### config.mk
export PLATFORM = sky130hd
export DESIGN_NAME = fifo_write_arbiter
export DESIGN_NICKNAME = d
export VERILOG_FILES = /design/src/rtl/fifo_write_arbiter.sv
export SDC_FILE = /design/constraint.sdc
export NUM_CORES = 1
export LEC_CHECK = 0
export CORE_MARGIN = 10
export CORE_UTILIZATION = 35
export DETAILED_ROUTE_END_ITERATION = 10
export PLACE_DENSITY = 0.79
export SLEW_MARGIN = 20
export SYNTH_ARGS = -nofsm -noshare
export SYNTH_HDL_FRONTEND = slang
export SYNTH_SLANG_ARGS = --single-unit
### constraint.sdc
create_clock -name clk -period 2.3 [get_ports clk]
set_clock_uncertainty 0.2 [all_clocks]
set_input_delay 0.23 -clock clk [delete_from_list [all_inputs] [get_ports clk]]
set_output_delay 0.23 -clock clk [all_outputs]
set_load 0.005 [all_outputs]
### src/rtl/fifo_write_arbiter.sv
`default_nettype none
// ============================================================================
// Module   : fifo_write_arbiter
// Purpose  : Round-robin arbiter sharing the single write port of an
//            asynchronous FIFO between several write-domain requesters. One
//            requester is granted at a time for a burst of at most BURST_LEN
//            words. Every grant is followed by one idle cycle.
// Ports    : clk, reset          - write clock, synchronous active-high reset
//            req_valid/req_data  - per-requester word offer (packed data)
//            req_ready           - per-requester accept (valid & ready = xfer)
//            fifo_full           - FIFO full flag, consumed in the same cycle
//            fifo_write_enable   - FIFO write strobe
//            fifo_write_data     - FIFO write word (grantee's data)
//            grant_id            - current or most recent grantee
//            busy                - high while a grant is active
//            stall_count         - only with FIFO_WRITE_ARBITER_STALL_COUNT_EN:
//                                  saturating count of cycles in which the
//                                  grantee was valid but the FIFO was full
// Config   : `define FIFO_WRITE_ARBITER_STALL_COUNT_EN adds stall_count.
// Revision : 1.0 - initial release
// ============================================================================
module fifo_write_arbiter #(
    parameter int DATA_WIDTH = 8,
    parameter int REQUESTERS = 4,
    parameter int BURST_LEN  = 4
) (
    input  logic                             clk,
    input  logic                             reset,
    input  logic [REQUESTERS-1:0]            req_valid,
    input  logic [REQUESTERS*DATA_WIDTH-1:0] req_data,
    output logic [REQUESTERS-1:0]            req_ready,
    input  logic                             fifo_full,
    output logic                             fifo_write_enable,
    output logic [DATA_WIDTH-1:0]            fifo_write_data,
    output logic [$clog2(REQUESTERS)-1:0]    grant_id,
`ifdef FIFO_WRITE_ARBITER_STALL_COUNT_EN
    output logic [15:0]                      stall_count,
`endif
    output logic                             busy
);

    localparam int c_GID_W  = $clog2(REQUESTERS);
    localparam int c_BEAT_W = $clog2(BURST_LEN + 1);
    localparam logic [c_BEAT_W-1:0] c_LAST_BEAT = c_BEAT_W'(BURST_LEN - 1);

    typedef enum logic [0:0] {
        S_IDLE  = 1'b0,
        S_GRANT = 1'b1
    } state_t;

    state_t               r_state;
    state_t               w_state_next;
    logic [c_GID_W-1:0]   r_grant_id;
    logic [c_GID_W-1:0]   w_grant_id_next;
    logic [c_GID_W-1:0]   r_last_grant;
    logic [c_GID_W-1:0]   w_last_grant_next;
    logic [c_BEAT_W-1:0]  r_beat_count;
    logic [c_BEAT_W-1:0]  w_beat_count_next;

    logic                 w_sel_found;
    logic [c_GID_W-1:0]   w_sel;
    logic                 w_grant_valid;
    logic                 w_xfer;

    // Round-robin pick: first valid requester strictly after the last
    // grantee, wrapping. The wrap is a conditional subtract so that
    // non-power-of-two requester counts need no modulo hardware.
    always_comb begin
        w_sel_found = 1'b0;
        w_sel       = '0;
        for (int k = 1; k <= REQUESTERS; k++) begin
            int idx;
            idx = int'(r_last_grant) + k;
            if (idx >= REQUESTERS) begin
                idx = idx - REQUESTERS;
            end
            if (!w_sel_found && req_valid[idx]) begin
                w_sel_found = 1'b1;
                w_sel       = c_GID_W'(idx);
            end
        end
    end

    // Control depends only on valid, full and registered state; data is
    // steered separately so no data bit reaches a control output.
    assign w_grant_valid = req_valid[r_grant_id];
    assign w_xfer        = (r_state == S_GRANT) && w_grant_valid && !fifo_full;

    always_ff @(posedge clk) begin
        if (reset) begin
            r_state      <= S_IDLE;
            r_grant_id   <= '0;
            r_last_grant <= c_GID_W'(REQUESTERS - 1);
            r_beat_count <= '0;
        end else begin
            r_state      <= w_state_next;
            r_grant_id   <= w_grant_id_next;
            r_last_grant <= w_last_grant_next;
            r_beat_count <= w_beat_count_next;
        end
    end

    always_comb begin
        w_state_next      = r_state;
        w_grant_id_next   = r_grant_id;
        w_last_grant_next = r_last_grant;
        w_beat_count_next = r_beat_count;
        case (r_state)
            S_IDLE: begin
                if (w_sel_found) begin
                    w_state_next      = S_GRANT;
                    w_grant_id_next   = w_sel;
                    w_beat_count_next = '0;
                end
            end
            S_GRANT: begin
                if (!w_grant_valid) begin
                    // Grantee withdrew: the rest of its burst is forfeited.
                    w_state_next      = S_IDLE;
                    w_last_grant_next = r_grant_id;
                end else if (w_xfer) begin
                    if (r_beat_count == c_LAST_BEAT) begin
                        w_state_next      = S_IDLE;
                        w_last_grant_next = r_grant_id;
                    end else begin
                        w_beat_count_next = r_beat_count + 1'b1;
                    end
                end
                // Valid but full: everything holds, grant is kept.
            end
            default: begin
                w_state_next = S_IDLE;
            end
        endcase
    end

    always_comb begin
        req_ready = '0;
        if (w_xfer) begin
            req_ready[r_grant_id] = 1'b1;
        end
    end

    assign fifo_write_enable = w_xfer;
    assign busy              = (r_state == S_GRANT);
    assign grant_id          = r_grant_id;
    // Grantee data is presented for the whole grant, enabled or not; it is
    // zeroed in IDLE so the port is quiet between grants and after reset.
    assign fifo_write_data   = (r_state == S_GRANT)
                             ? req_data[r_grant_id*DATA_WIDTH +: DATA_WIDTH]
                             : '0;

`ifdef FIFO_WRITE_ARBITER_STALL_COUNT_EN
    logic [15:0] r_stall_count;
    logic        w_stall;

    assign w_stall = (r_state == S_GRANT) && w_grant_valid && fifo_full;

    always_ff @(posedge clk) begin
        if (reset) begin
            r_stall_count <= '0;
        end else if (w_stall && (r_stall_count != 16'hFFFF)) begin
            r_stall_count <= r_stall_count + 16'd1;
        end
    end

    assign stall_count = r_stall_count;
`endif

endmodule
`default_nettype wire

==> flow_summary_export.csv, run 1 <==
group,metric,value,unit
yosys,synth_edf_count,0,
worst_setup_path,arrival,1.82,ns
place,numPortBuffers,54,
global_routing,grt_usage,13.86,%
worst_setup_path,r2r_slack,0.36,ns
global_routing,grt_pass1_vias,1009,
worst_hold_path,hold_class,"flop to flop",
clocking,cts_made_buffers,3,
floorplanning,core_area,0.002233,mm^2
route,firstDrtPassIters,5,
route,drc,0,
timing,timing.setup.tns,0,ns
worst_setup_path,required,1.87,ns
power_and_ir_drop,p_total,0.5860,mW
worst_setup_path,worstReg2RegStart,"grant_id[0]",
timing,worst_pin_slew,0.4522,ns
floorplanning,die_area,0.004697,mm^2
worst_setup_path,path_max_fanout,6,
timing,slew_viol_final,0,
final_layout,n_antenna_cell,0,
timing,min_period_over_period,97.88,%
worst_hold_path,holdPathEnd,"r_beat_count[1]",
power_and_ir_drop,ir_drop,0.3815,mV
clocking,cts_root_buffer,"clkbuf_4",
timing,whs,0.3344,ns
outcome,status,"finished clean",
worst_setup_path,ff2ff_path_depth,7,
timing,setup_slack,0.04885,ns
yosys,ys_types,34,
route,wire_per_inst,18.59,um
floorplanning,io-pin-count,55,
timing,slew_headroom,69.57,%
clocking,htreeDepth,1,
route,ant_nets,0,
route,routed-wl-met2,1.498,mm
flow_run,maxCapViolations,0,
yosys,yosys_warnings,0,
yosys,syn-cell-area,824.5,um^2
route,drt_iter0_drc,49,
timing,fmax,0.4442,GHz
clocking,worstSkewPairLatency,0.25,ns
global_routing,antenna_found_initial,0,
yosys,yosys_register_bits,8,
floorplanning,fp.dieH,68.54,um
place,post-place-ws,0.04396,ns
yosys,syn-num-nets,132,
worst_hold_path,min_from,"r_beat_count[1]",
timing,post-route-min-period,2.251,ns
route,highest_layer,"met3",
worst_setup_path,critical_path_class,"flop to primary output",
yosys,ys.flop_type,"dfxtp_1",
timing,hold_viol,0,
worst_setup_path,r2r-end,"r_beat_count[2]",
global_routing,grt-ovfl-total,0,
yosys,yosysSeqAreaShare,19.42,%
route,wirelength,3.402,mm
global_routing,grt_first_pass_wirelength,5.030,mm
clocking,cts_tree,"done",
route,met1_length,1.439,mm
route,vias_per_cell,5.377,
yosys,syn_area_per_cell,9.061,um^2
power_and_ir_drop,leakagePower,0.6991,nW
final_layout,stdcell_area,0.001523,mm^2
floorplanning,start_util,36.92,%
global_routing,grt_max_degree,17,
worst_hold_path,whs_path_depth,2,
yosys,synthCells,91,
final_layout,layout-drive-gt1-share,21.29,%
route,vias,984,
timing,finalSetupViolCount,0,
final_layout,area.growth.synth_to_final,84.67,%
yosys,async_reset_ff_share,0,%
clocking,clk_pin_slew,0.06,ns
final_layout,finalNetCount,198,
clocking,clkSinkCount,8,
place,placed_cell_area,0.001419,mm^2
worst_setup_path,crit_path_end_kind,"primary output",
place,gp_congestion,0.8062,
worst_setup_path,critPathLaunchType,"flop",
floorplanning,die_width,68.54,um
power_and_ir_drop,power_density,384.9,mW/mm^2
place,hpwl,2.814,mm
floorplanning,rows,17,
clocking,clock_path_buffers,2,
route,wl_met3,464,um
==> area by class of cell <==
| cell class | count | area [um^2] |
|---|---|---|
| fillers | 173 | 710.7 |
| repair buffers | 69 | 680.7 |
| multi-input cells | 70 | 604.3 |
| flip-flops and latches | 8 | 161.4 |
| well taps | 28 | 35.03 |
| clock buffers | 3 | 22.52 |
| inverters | 5 | 18.77 |
==> cell usage after synthesis, drive strengths merged, types with 3 or more instances <==
cell type	count	share of area, %
inv	5	2.3
nand2	5	2.3
nor3	3	1.8
o21ai	3	1.8
clkbuf	3	1.4
nand3b	3	2.7
dfxtp	8	19
and2	9	6.8
mux4	9	25
mux2	3	4.1
a21oi	3	2.3
nand2b	3	2.3
buf	5	3.6
nor2	8	3.6
==> cells by family (layout without fill, tap and decap cells) <==
kind of cell,count (synthesis),in the layout,share of synthesized area (%)
buffers and inverters,13,77,7.283
DFF,8,8,19.42
AOI/OAI and AO/OA,17,17,14.87
and+or+nand+nor,37,37,24.28
muxes,14,14,31.11
adders and majority gates,2,2,3.034
==> registers in the layout (all words and copies together) (netlist names) <==
register,count
busy,1
r_last_grant,2
grant_id,2
r_beat_count,3
==> worst max-delay path, cell delays in order (launching register included) <==
cell and delay [ns]:
dfxtp_2 0.36, buf_8 0.12, mux4_2 0.48, and2_1 0.17, clkdlybuf4s50_1 0.44
==> where the power goes <==
group | internal [mW] | total (mW) | switching (mW)
combinational | 0.205 | 0.315 | 0.110
clock | 0.0598 | 0.108 | 0.0482
sequential | 0.150 | 0.163 | 0.0129
total | 0.415 | 0.586 | 0.171
==> worst max-delay path by stage <==
stage	startpoint	end	cells after the start
2_1_floorplan	grant_id[0]	fifo_write_data[0]	4
3_3_place_gp	req_valid[0]	fifo_write_enable	4
3_5_place_dp	req_valid[0]	fifo_write_enable	4
4_1_cts	grant_id[0]	fifo_write_data[3]	4
5_1_grt	grant_id[0]	fifo_write_data[4]	4
6_report	grant_id[0]	fifo_write_data[4]	4
==> placed cells by master, fill, tap and decap left out, drive strengths merged, types with 5 or more instances in the layout <==
| cell type | n |
|---|---|
| clkdlybuf4s50 | 46 |
| mux4 | 9 |
| inv | 5 |
| buf | 15 |
| and2 | 9 |
| dfxtp | 8 |
| nand2 | 5 |
| nor2 | 8 |
| dlymetal6s2s | 7 |
==> layer usage <==
metal  vias up  GRT usage, %
li1        470             -
met1       456         16.54
met2        58         24.08
met3         0         4.348
met4         0         2.261
met5         -             0
==> through the flow <==
stage                     util, %  std cells
after floorplan                 -         91
after global placement      63.53        173
after detailed placement    63.53        173
after CTS                   65.88        179
after global routing        68.18        183
final                       68.18        183
==> what timing repair did <==
item | in CTS | in global routing
pin swaps | 0 | 0
gates resized for setup | 4 | 8
gates cloned | 0 | 0
setup endpoints to repair | 6 | 8
hold buffers | 0 | 0
buffers inserted | 3 | 4
No activity file was read; power rests on OpenSTA's default activity.
==> run 2: changes to the inputs <==
--- a/config.mk
+++ b/config.mk
@@ -5,8 +5,9 @@
 export SDC_FILE = /design/constraint.sdc
 export NUM_CORES = 1
 export LEC_CHECK = 0
-export CORE_MARGIN = 10
+export CORE_MARGIN = 2
 export CORE_UTILIZATION = 35
+export CTS_CLUSTER_DIAMETER = 40
 export DETAILED_ROUTE_END_ITERATION = 10
 export PLACE_DENSITY = 0.79
 export SLEW_MARGIN = 20
==> run 2 against run 1 <==
  * Critical path depth stayed put
  * Sequential power hardly changed
  * Clock power hardly changed
  * Count of clock-buffer cells in the layout stayed put
  * Fmax hardly changed
  * Utilization is 0.81 points lower
  * Wire length is 26% lower
  * Worst setup slack better by 0.0021 ns
  * Global-route usage is 5.2 points higher
  * Sequential cell count stayed put
  * Via count is 4.0% lower
  * Die area is 41% lower
  * Critical endpoint is now fifo_write_data[5]
  * Largest cell class unchanged
  * Highest routed layer is now met4
==> flow_summary_export.csv, run 2 (synthesis results as in run 1) <==
group,metric,value,unit
route,firstDrtPassIters,4,
timing,slew_viol_final,0,
place,numPortBuffers,54,
clocking,worstSkewPairLatency,0.26,ns
timing,fmax,0.4446,GHz
route,ant_nets,0,
timing,finalSetupViolCount,0,
clocking,clkSinkCount,8,
worst_setup_path,path_cells,"buf_6 > mux4_2 > and2_1 > clkdlybuf4s50_1",
worst_hold_path,hold_class,"flop to flop",
global_routing,grt_pass1_vias,903,
final_layout,final_common_cell,"clkdlybuf4s50_1",
power_and_ir_drop,leakagePower,0.6419,nW
worst_setup_path,arrival,1.82,ns
worst_hold_path,whs_path_depth,2,
route,wirelength,2.511,mm
timing,whs,0.3080,ns
worst_setup_path,crit_path_end_kind,"primary output",
place,hpwl,2.015,mm
floorplanning,die_width,52.54,um
clocking,clock_path_buffers,2,
timing,hold_viol,0,
worst_setup_path,critPathLaunchType,"flop",
worst_setup_path,ff2ff_path_depth,5,
route,wire_per_inst,14.03,um
global_routing,grt_first_pass_wirelength,3.870,mm
clocking,clk_pin_slew,0.06,ns
final_layout,final_cell_mix,"49 x clkdlybuf4s50_1, 9 x mux4_2, 9 x and2_1, 8 x nor2_1, 8 x buf_4",
final_layout,finalNetCount,194,
final_layout,area.growth.synth_to_final,80.73,%
timing,slew_headroom,70.25,%
worst_setup_path,cpPeakStageDelay,0.49,ns
worst_setup_path,critical_path_class,"flop to primary output",
floorplanning,rows,17,
global_routing,antenna_found_initial,0,
final_layout,stdcell_area,0.001490,mm^2
clocking,htreeDepth,1,
route,vias_per_cell,5.279,
floorplanning,io-pin-count,55,
place,placed_cell_area,0.001434,mm^2
floorplanning,die_area,0.002760,mm^2
final_layout,top_register,"r_beat_count",
route,drc,0,
power_and_ir_drop,power_density,384.2,mW/mm^2
global_routing,grt-ovfl-total,0,
route,vias,945,
clocking,cts_root_buffer,"clkbuf_4",
final_layout,n_antenna_cell,0,
floorplanning,start_util,37.27,%
floorplanning,fp.dieH,52.54,um
timing,worst_pin_slew,0.4421,ns
worst_setup_path,crit_cells,4,
timing,post-route-min-period,2.249,ns
outcome,status,"finished clean",
place,gp_congestion,0.7959,
route,drt_iter0_drc,10,
global_routing,grt_max_degree,17,
timing,rsz0062_at_grt,"yes",
global_routing,grt_usage,19.09,%
clocking,cts_made_buffers,3,
floorplanning,core_area,0.002212,mm^2
final_layout,largest_reg_flops,3,
clocking,cts_hold_buf,0,
power_and_ir_drop,ir_drop,0.3461,mV
worst_setup_path,cp_num_buf_inv,2,
worst_setup_path,cp_top_family,"buffers and inverters",
final_layout,layout-drive-gt1-share,19.87,%
clocking,cts_tree,"done",
flow_run,maxCapViolations,0,
worst_setup_path,required,1.87,ns
timing,min_period_over_period,97.79,%
worst_setup_path,slowest_stage,"mux4_2",
worst_setup_path,path_max_fanout,4,
[run 2: cell count changes in the layout (fill, tap and decap cells not counted), sizes merged]
cell / before / now
buf: 15 / 11
clkdlybuf4s50: 46 / 49
dlymetal6s2s: 7 / 5
dlygate4sd2: 1 / 0
[run 2: timing repair]
action,CTS,global route
resized for setup,2,8
setup endpoints to repair,5,9
buffers inserted,0,1
pin swaps,0,0
[run 2: power breakdown]
group | switching, mW | internal (mW) | total (mW)
Sequential | 0.0149 | 0.151 | 0.166
Clock | 0.0489 | 0.0598 | 0.109
Combinational | 0.0999 | 0.198 | 0.298
Total | 0.164 | 0.409 | 0.573
[run 2: worst reg2reg max path, cell delays in order (launching register included)]
cell and delay (ns):
dfxtp_2 0.37, mux4_2 0.52, buf_4 0.16, nand3b_1 0.14, mux2_2 0.35, nor2_1 0.10
[run 2: routing by layer]
layer | GRT usage (%) | up-vias | routed length [um]
met3 | 3.714 | 6 | 191
met2 | 34.79 | 36 | 1292
met4 | 8.120 | 0 | 46
met1 | 21.25 | 447 | 980
met5 | 0 | - | 0
li1 | - | 456 | -
[run 2: layout make-up]
cell class	count	area [um^2]
fillers	195	721.9
repair buffers	65	646.9
multi-input cells	70	604.3
flip-flops and latches	8	162.7
well taps	28	35.03
clock buffers	3	22.52
inverters	5	18.77
[run 2: metrics by stage]
stage	instances	setup WS (ns)	power, mW	util, %	TNS, ns
4_1_cts	178	0.005306	0.5754	66.06	0
3_5_place_dp	175	0.09282	0.4603	64.82	0
3_3_place_gp	175	0.1311	0.4530	64.82	0
6_report	179	0.05091	0.5725	67.36	0
2_1_floorplan	91	0.4462	0.3096	-	0
5_1_grt	179	-0.01710	0.6145	67.36	-0.02070
[run 2: path summary, 6_finish.rpt]
| path | endpoint | startpoint | slack, ns |
|---|---|---|---|
| worst min-delay path | r_beat_count[1] | r_beat_count[1] | 0.31 |
| worst max register to register | r_beat_count[2] | grant_id[1] | 0.39 |
| worst max-delay path | fifo_write_data[5] | grant_id[0] | 0.05 |
| worst min register to register | r_beat_count[1] | r_beat_count[1] | 0.31 |
